**src/rtl/add_sub_arbiter.sv**
```systemverilog
// Two-port round-robin arbiter sharing one 5-bit add/subtract datapath.
// Optional signed-overflow flags are enabled by defining ADD_SUB_OVERFLOW_FLAG_EN.
module add_sub_arbiter (
   input  logic       clk,
   input  logic       reset,
   input  logic       req0,
   input  logic       op0,
   input  logic [4:0] a0,
   input  logic [4:0] b0,
   output logic       ack0,
   output logic [4:0] res0,
   input  logic       req1,
   input  logic       op1,
   input  logic [4:0] a1,
   input  logic [4:0] b1,
   output logic       ack1,
   output logic [4:0] res1,
   output logic       busy
`ifdef ADD_SUB_OVERFLOW_FLAG_EN
   ,
   output logic       ovf0,
   output logic       ovf1
`endif
);

   typedef enum logic [1:0] {StIdle, StExec, StDone} state_t;

   state_t     state;
   logic       grant;
   logic       last_grant;
   logic       op_l;
   logic [4:0] a_l;
   logic [4:0] b_l;
   logic [4:0] work;
   logic [4:0] b_eff;
   logic [4:0] sum;
   logic       pick;

   // Subtract is a + ~b + 1; carry-out is dropped by the 5-bit width.
   assign b_eff = op_l ? ~b_l : b_l;
   assign sum   = a_l + b_eff + {4'b0000, op_l};

   // On a tie the port that did not win last time is granted.
   assign pick  = (req0 && req1) ? ~last_grant : req1;

`ifdef ADD_SUB_OVERFLOW_FLAG_EN
   logic ovf_w;
`endif

   always_ff @(posedge clk) begin
      if (reset) begin
         state      <= StIdle;
         grant      <= 1'b0;
         last_grant <= 1'b1;
         op_l       <= 1'b0;
         a_l        <= '0;
         b_l        <= '0;
         work       <= '0;
         ack0       <= 1'b0;
         ack1       <= 1'b0;
         res0       <= '0;
         res1       <= '0;
         busy       <= 1'b0;
`ifdef ADD_SUB_OVERFLOW_FLAG_EN
         ovf_w      <= 1'b0;
         ovf0       <= 1'b0;
         ovf1       <= 1'b0;
`endif
      end else begin
         ack0 <= 1'b0;
         ack1 <= 1'b0;
         case (state)
            StIdle: begin
               if (req0 || req1) begin
                  grant <= pick;
                  op_l  <= pick ? op1 : op0;
                  a_l   <= pick ? a1 : a0;
                  b_l   <= pick ? b1 : b0;
                  state <= StExec;
                  busy  <= 1'b1;
               end
            end
            StExec: begin
               work  <= sum;
`ifdef ADD_SUB_OVERFLOW_FLAG_EN
               ovf_w <= (a_l[4] == b_eff[4]) && (sum[4] != a_l[4]);
`endif
               state <= StDone;
            end
            StDone: begin
               if (grant) begin
                  res1 <= work;
                  ack1 <= 1'b1;
`ifdef ADD_SUB_OVERFLOW_FLAG_EN
                  ovf1 <= ovf_w;
`endif
               end else begin
                  res0 <= work;
                  ack0 <= 1'b1;
`ifdef ADD_SUB_OVERFLOW_FLAG_EN
                  ovf0 <= ovf_w;
`endif
               end
               last_grant <= grant;
               state      <= StIdle;
               busy       <= 1'b0;
            end
            default: begin
               state <= StIdle;
               busy  <= 1'b0;
            end
         endcase
      end
   end

endmodule

```
**config.mk**
```make
export PLATFORM = sky130hd
export DESIGN_NAME = add_sub_arbiter
export DESIGN_NICKNAME = d
export VERILOG_FILES = /design/src/rtl/add_sub_arbiter.sv
export SDC_FILE = /design/constraint.sdc
export NUM_CORES = 1
export LEC_CHECK = 0
export CORE_ASPECT_RATIO = 1.75
export CORE_MARGIN = 1
export CORE_UTILIZATION = 48
export DETAILED_ROUTE_END_ITERATION = 12
export MAX_ROUTING_LAYER = met4
export PLACE_DENSITY_LB_ADDON = 0.12
export SKIP_LAST_GASP = 1
export SLEW_MARGIN = 20
export SYNTH_ARGS = -nofsm -noshare
export SYNTH_HDL_FRONTEND = slang
export SYNTH_SLANG_ARGS = --single-unit
export TNS_END_PERCENT = 50
```
**constraint.sdc**
```tcl
create_clock -name clk -period 2.1 [get_ports clk]
set_clock_uncertainty 0.1 [all_clocks]
set_input_delay 0.42 -clock clk [delete_from_list [all_inputs] [get_ports clk]]
set_output_delay 0.42 -clock clk [all_outputs]
set_load 0.03 [all_outputs]
```
* Word-level counts from Yosys, hierarchy flattened
Index checks and enable logic that the tools add are counted.
** Cells by class
- $add $sub $neg :: 2
- Eq/ne operators :: 3
- Muxes and demuxes :: 11
- Bitwise gates (word level) :: 5
- Reductions and logical operators :: 8
** Operator list (number)
- $mux W5 :: 3
- $reduce_and A2 Y1 :: 4
- $add A5 B1 Y5 :: 1
- $add A5 B5 Y5 :: 1
- $mux W1 :: 5
- $not A5 Y5 :: 1
- $not A1 Y1 :: 4
- $pmux W2 S2 :: 1
- $eq A2 B1 Y1 const B :: 1
- $eq A2 B2 Y1 const B :: 1
- $logic_not A2 Y1 :: 1
- $mux W2 :: 1
- $ne A2 B2 Y1 const B :: 1
- $pmux W1 S2 :: 1
- $reduce_or A2 Y1 :: 1
- $logic_and A1 B1 Y1 :: 1
- $logic_or A1 B1 Y1 :: 1
** Storage, ports and cells
- Register bits after elaboration :: 33
- Bits of input ports :: 26
- Output and inout port bits :: 13
- Word-level logic and storage cells :: 41

* Logic depth before layout (Yosys ltp)
- Depth after elaboration :: 4
- Mapped depth :: 6
- Mapped depth without buffers :: 5

* Worst setup path before layout
Ideal clock, no wire load.
- Path type :: reg2reg
- Start point :: reg op_l
- End point :: reg work[3]
- Library setup time :: 79 ps
- Arrival time :: 1426 ps
- Data required time :: 1921 ps
- Setup slack :: 496 ps
- Cell stages (with the launch flop) :: 7
- Path buffers :: 1
- Period minus slack after synthesis :: 1604 ps
- Path through :: dfxtp_1 buf_6 xor2_1 ha_1 a21o_1 a311o_1 o211ai_1
** On the way
- Word-level cells in the longest chain between the ends :: 3
** Ends and longest elaborated chain
- start: declaration :: RTL line 31 : logic op_l;
- start signal: assignment :: RTL line 76 : op_l <= pick ? op1 : op0;
- $mux W5 :: RTL line 40 : assign b_eff = op_l ? ~b_l : b_l;
- $add A5 B5 Y5 :: RTL line 41 : assign sum = a_l + b_eff + {4'b0000, op_l};
- $add A5 B1 Y5 * :: RTL line 41
- end signal: assignment :: RTL line 84 : work <= sum;
- end: declaration :: RTL line 34 : logic [4:0] work;
Mark *: on every way between the ends. The rest lies on a longest branch, timed or not.
A chain may end at the register's enable or synchronous reset.

* Worst setup path in the final report
- Start point :: reg res1[0]
- End point :: out res1[0]
** RTL lines
- start: declaration :: RTL line 17 : output logic [4:0] res1,
- start signal: assignment :: RTL line 92 : res1 <= work;
No word-level cell between the ends.

==> results <==
- For this design, the CTS-stage hold fixing added 0 buffers.
- Routability-driven placement finished with a final weighted congestion of 0.839.
- Ranked by total cell area, the synthesized netlist is headed by sky130_fd_sc_hd__dfxtp_1 43%, sky130_fd_sc_hd__mux2i_1 14%, sky130_fd_sc_hd__a211oi_1 6.3%.
- The dominant synthesized flop cell is sky130_fd_sc_hd__dfxtp_1.
- The wire length of the first global-routing pass is 5090 um.
- In the synthesized netlist the async set-or-reset flop fraction comes to 0%.
- Detailed routing inserted a total of about 1200 vias.
- Measured against its own limit, the worst slew margin works out to between 60% and 70%.
- The total congestion overflow after global routing is 0.
- The TritonCTS clock tree is built.
- Across the run, the number of max-cap violations was 0.
- The final layout contains 218 nets.
- Setup repair after global routing left no endpoint under its margin.
- Clock-pin slew was measured on the worst setup and hold paths at around 60 ps.
- The number of detailed-routing iterations run before antenna repair is 2.
- The via count of the first global-routing pass came to 1185.
- The critical path class is reg -> out.
- The total CTS buffers is 5.
- Each instance of the synthesized netlist takes up on average 10.3 um^2.
- The slowest cell on the critical path is sky130_fd_sc_hd__clkdlybuf4s50_1.
- The startpoint kind of the worst setup timing path is a register.
- The post-route DRC violation count is 0.
- The die height is 76.9 um.
- The endpoint kind of the worst setup timing path is an output pin.
- For the finished layout, the period the worst path requires is 1800 ps.
- The cell leakage power is 0.800 nW.
- Global routing used 20.1% of the available tracks.
- In this run switching power makes up 27.4% of total power.
- The leading cell type by number of instances after synthesis is sky130_fd_sc_hd__dfxtp_1.
- Synthesis produced a netlist whose cell count is 150.
- The largest single stage delay on the critical path is roughly 670 ps.
- By count the netlist is led by 33 x sky130_fd_sc_hd__dfxtp_1, 21 x sky130_fd_sc_hd__mux2i_1, 15 x sky130_fd_sc_hd__a21oi_1, 15 x sky130_fd_sc_hd__nor2_1, 13 x sky130_fd_sc_hd__a211oi_1.
- The number of clock sinks seen by CTS is 33.
- The number of hold violations in the final report is 0.
- The number of ports placed on the die boundary is 39.
- The number of antenna diodes in the final layout is 0.
- At the pin with the least slew margin, the transition time is between 500 and 600 ps.
- On the critical path the largest part of the delay comes from buffers and inverters.
- The register area share after synthesis is between 40 and 50%.
- Clock tree synthesis selected as its root buffer the cell sky130_fd_sc_hd__clkbuf_8.
- The maximum clock rate is 556 MHz.
- The total negative slack for setup checks is 0 ps.
- Synthesis produced a netlist with a net count of 180.
- The ratio of final minimum period to clock period is between 80% and 90%.
- The routed length per instance is ~12 um.
- The proportion of layout cells with a drive suffix above 1 is a little under a tenth.
- The floorplan has 26 rows.
- The worst-case IR drop observed on VDD is approximately 0.00052 V.
- In this run the power density over the cells is 733 nW/um^2.
- The final count of negative-setup-slack endpoints is 0.
- The number of antenna violations at the first check in global routing is 0.
- In this run the remaining antenna-violating nets after routing total 0.
- In this run, synthesis inferred 0 flip-flops with an integrated enable.
- The overall die area is 3450 um^2.
- In this run the worst hold path is classified as reg -> reg.
- The number of register bits inferred by synthesis is 33.
- After detailed routing, the total wire length is 2880 um.
- Data on the critical path is required at its endpoint by 1580 ps.
- The maximum number of pins on one net before global-route repair is 22.
- The part of the power in combinational logic is 21.2%.
- The largest buffer count on any clock path is 2.
- The proportion of power drawn by the clock network is 30.1%.
- The power spent charging and discharging nets is 0.000405 W.
- The number of buffers and inverters on the critical path is 1.
- The die extent in x is about 45 um.
- The synthesis-to-layout area growth is 31.0%.
- The count of input and output buffers is 38.
- The later pin in the worst-skew pair is clocked with a latency of 280 ps.
- The unique cell type count in the Yosys netlist is 37.
- The number of buffers inserted to repair setup after CTS is 0.
- The worst path arrival time is 1280 ps.
- The Yosys warning count is 0.
- The critical path goes through clkdlybuf4s50_1.
- On the final layout, the worst hold slack is 368 ps.
- The per-cell via count in the routed design is about 5.2.
- Detailed placement ended at an HPWL of ~2300 um.
- The run finished with clean final reports.
- In this run, post-CTS repair resized a total of 0 instances.
- For this block, the initial DRC count from the detailed router was 9.
- Internal power comes to approximately 0.0011 W.
- The synthesized design spends more area on one cell type than any other, namely sky130_fd_sc_hd__dfxtp_1.
- Along the worst path, the maximum fanout reaches 2.
- The H-tree generated during clock tree synthesis spans 2 levels.
- The portion of synthesized cell area occupied by the leading cell type is a little over two fifths.
- In this run the cell area of the synthesized design comes to 1540 um^2.
- The part of the total power dissipated in sequential elements is 48.7%.
- The core region is 2990 um^2.
- Once the floorplan was initialized, standard cells occupied 51.4% of the core.
- The final-report max-slew violation count is 0.
[power by group through the flow]
stage          sequential [W]  clock [W]  combinational, W
6_report             0.000719   0.000445          0.000313
3_5_place_dp         0.000734          0          0.000315
3_3_place_gp         0.000731          0          0.000304
2_1_floorplan        0.000723          0          0.000228
5_1_grt              0.000726   0.000489          0.000350
4_1_cts              0.000720   0.000460          0.000315
[cell usage in the layout, fill, tap and decap left out, drive strengths merged, types with 2 or more instances in the layout]
cell type	synthesis	layout
nand3	2	2
clkdlybuf4s50	0	38
nor2b	2	2
nand2	5	5
xor2	3	3
ha	3	3
mux2i	21	21
nor2	16	16
nor3b	2	2
clkinv	0	2
dfxtp	33	33
nand3b	4	4
a211oi	13	13
a21oi	15	15
xnor2	2	2
clkbuf	4	6
buf	7	4
[worst reg2reg max path, delay by kind of cell, from the launching register on]
| family | cells | cell delay [ps] |
|---|---|---|
| xor gates and xnor gates | 1 | 200 |
| AOI/OAI and AO/OA | 3 | 610 |
| adders and majority gates | 1 | 310 |
| DFF | 1 | 480 |
[kinds of logic after synthesis]
| group | Yosys count | share of synthesized area (%) |
|---|---|---|
| and+or+nand+nor | 37 | 13.3 |
| AOI/OAI and AO/OA | 36 | 16.0 |
| DFF | 33 | 42.9 |
| muxes | 22 | 14.6 |
| buffers and inverters | 12 | 4.71 |
| xor gates and xnor gates | 6 | 4.63 |
| adders and majority gates | 4 | 3.74 |
[worst paths after layout]
kind                            startpoint       to  slack, ps  cells past startpoint
worst max-delay path               res1[0]  res1[0]        300                      1
worst min-delay path                  busy     busy        370                      2
worst max register to register        op_l  work[3]        330                      5
worst min register to register        busy     busy        370                      2
[layout make-up]
| class | count | area (um^2) |
|---|---|---|
| Clock inverter | 2 | 10.0 |
| Tap cell | 42 | 52.6 |
| Sequential cell | 33 | 661 |
| Multi-Input combinational cell | 105 | 806 |
| Fill cell | 260 | 977 |
| Timing Repair Buffer | 42 | 410 |
| Clock buffer | 6 | 72.6 |
| Inverter | 1 | 3.75 |
[registers in the layout, summed over array words and instances (netlist names), 2 cells and up]
name   count
state      2
work       5
res1       5
b_l        5
a_l        5
res0       5
[layer usage]
| metal | global-route usage, % | up-vias | wire length (um) |
|---|---|---|---|
| met4 | 8.18 | 0 | 59 |
| met1 | 20.5 | 557 | 1070 |
| met3 | 4.94 | 7 | 89 |
| met2 | 35.0 | 31 | 1670 |
| li1 | - | 615 | - |
| met5 | - | - | 0 |
[metrics by stage]
step	utilization (%)	cell area (um^2)	std cells	worst slack, ps	power [W]
4_1_cts	67.3	2020	231	284	0.00150
3_5_place_dp	64.6	1930	223	221	0.00105
3_3_place_gp	64.6	1930	223	285	0.00104
5_1_grt	67.3	2020	231	236	0.00157
6_report	67.3	2020	231	303	0.00148
2_1_floorplan	-	1540	150	496	0.000951
No activity file was read; power rests on OpenSTA's default activity.
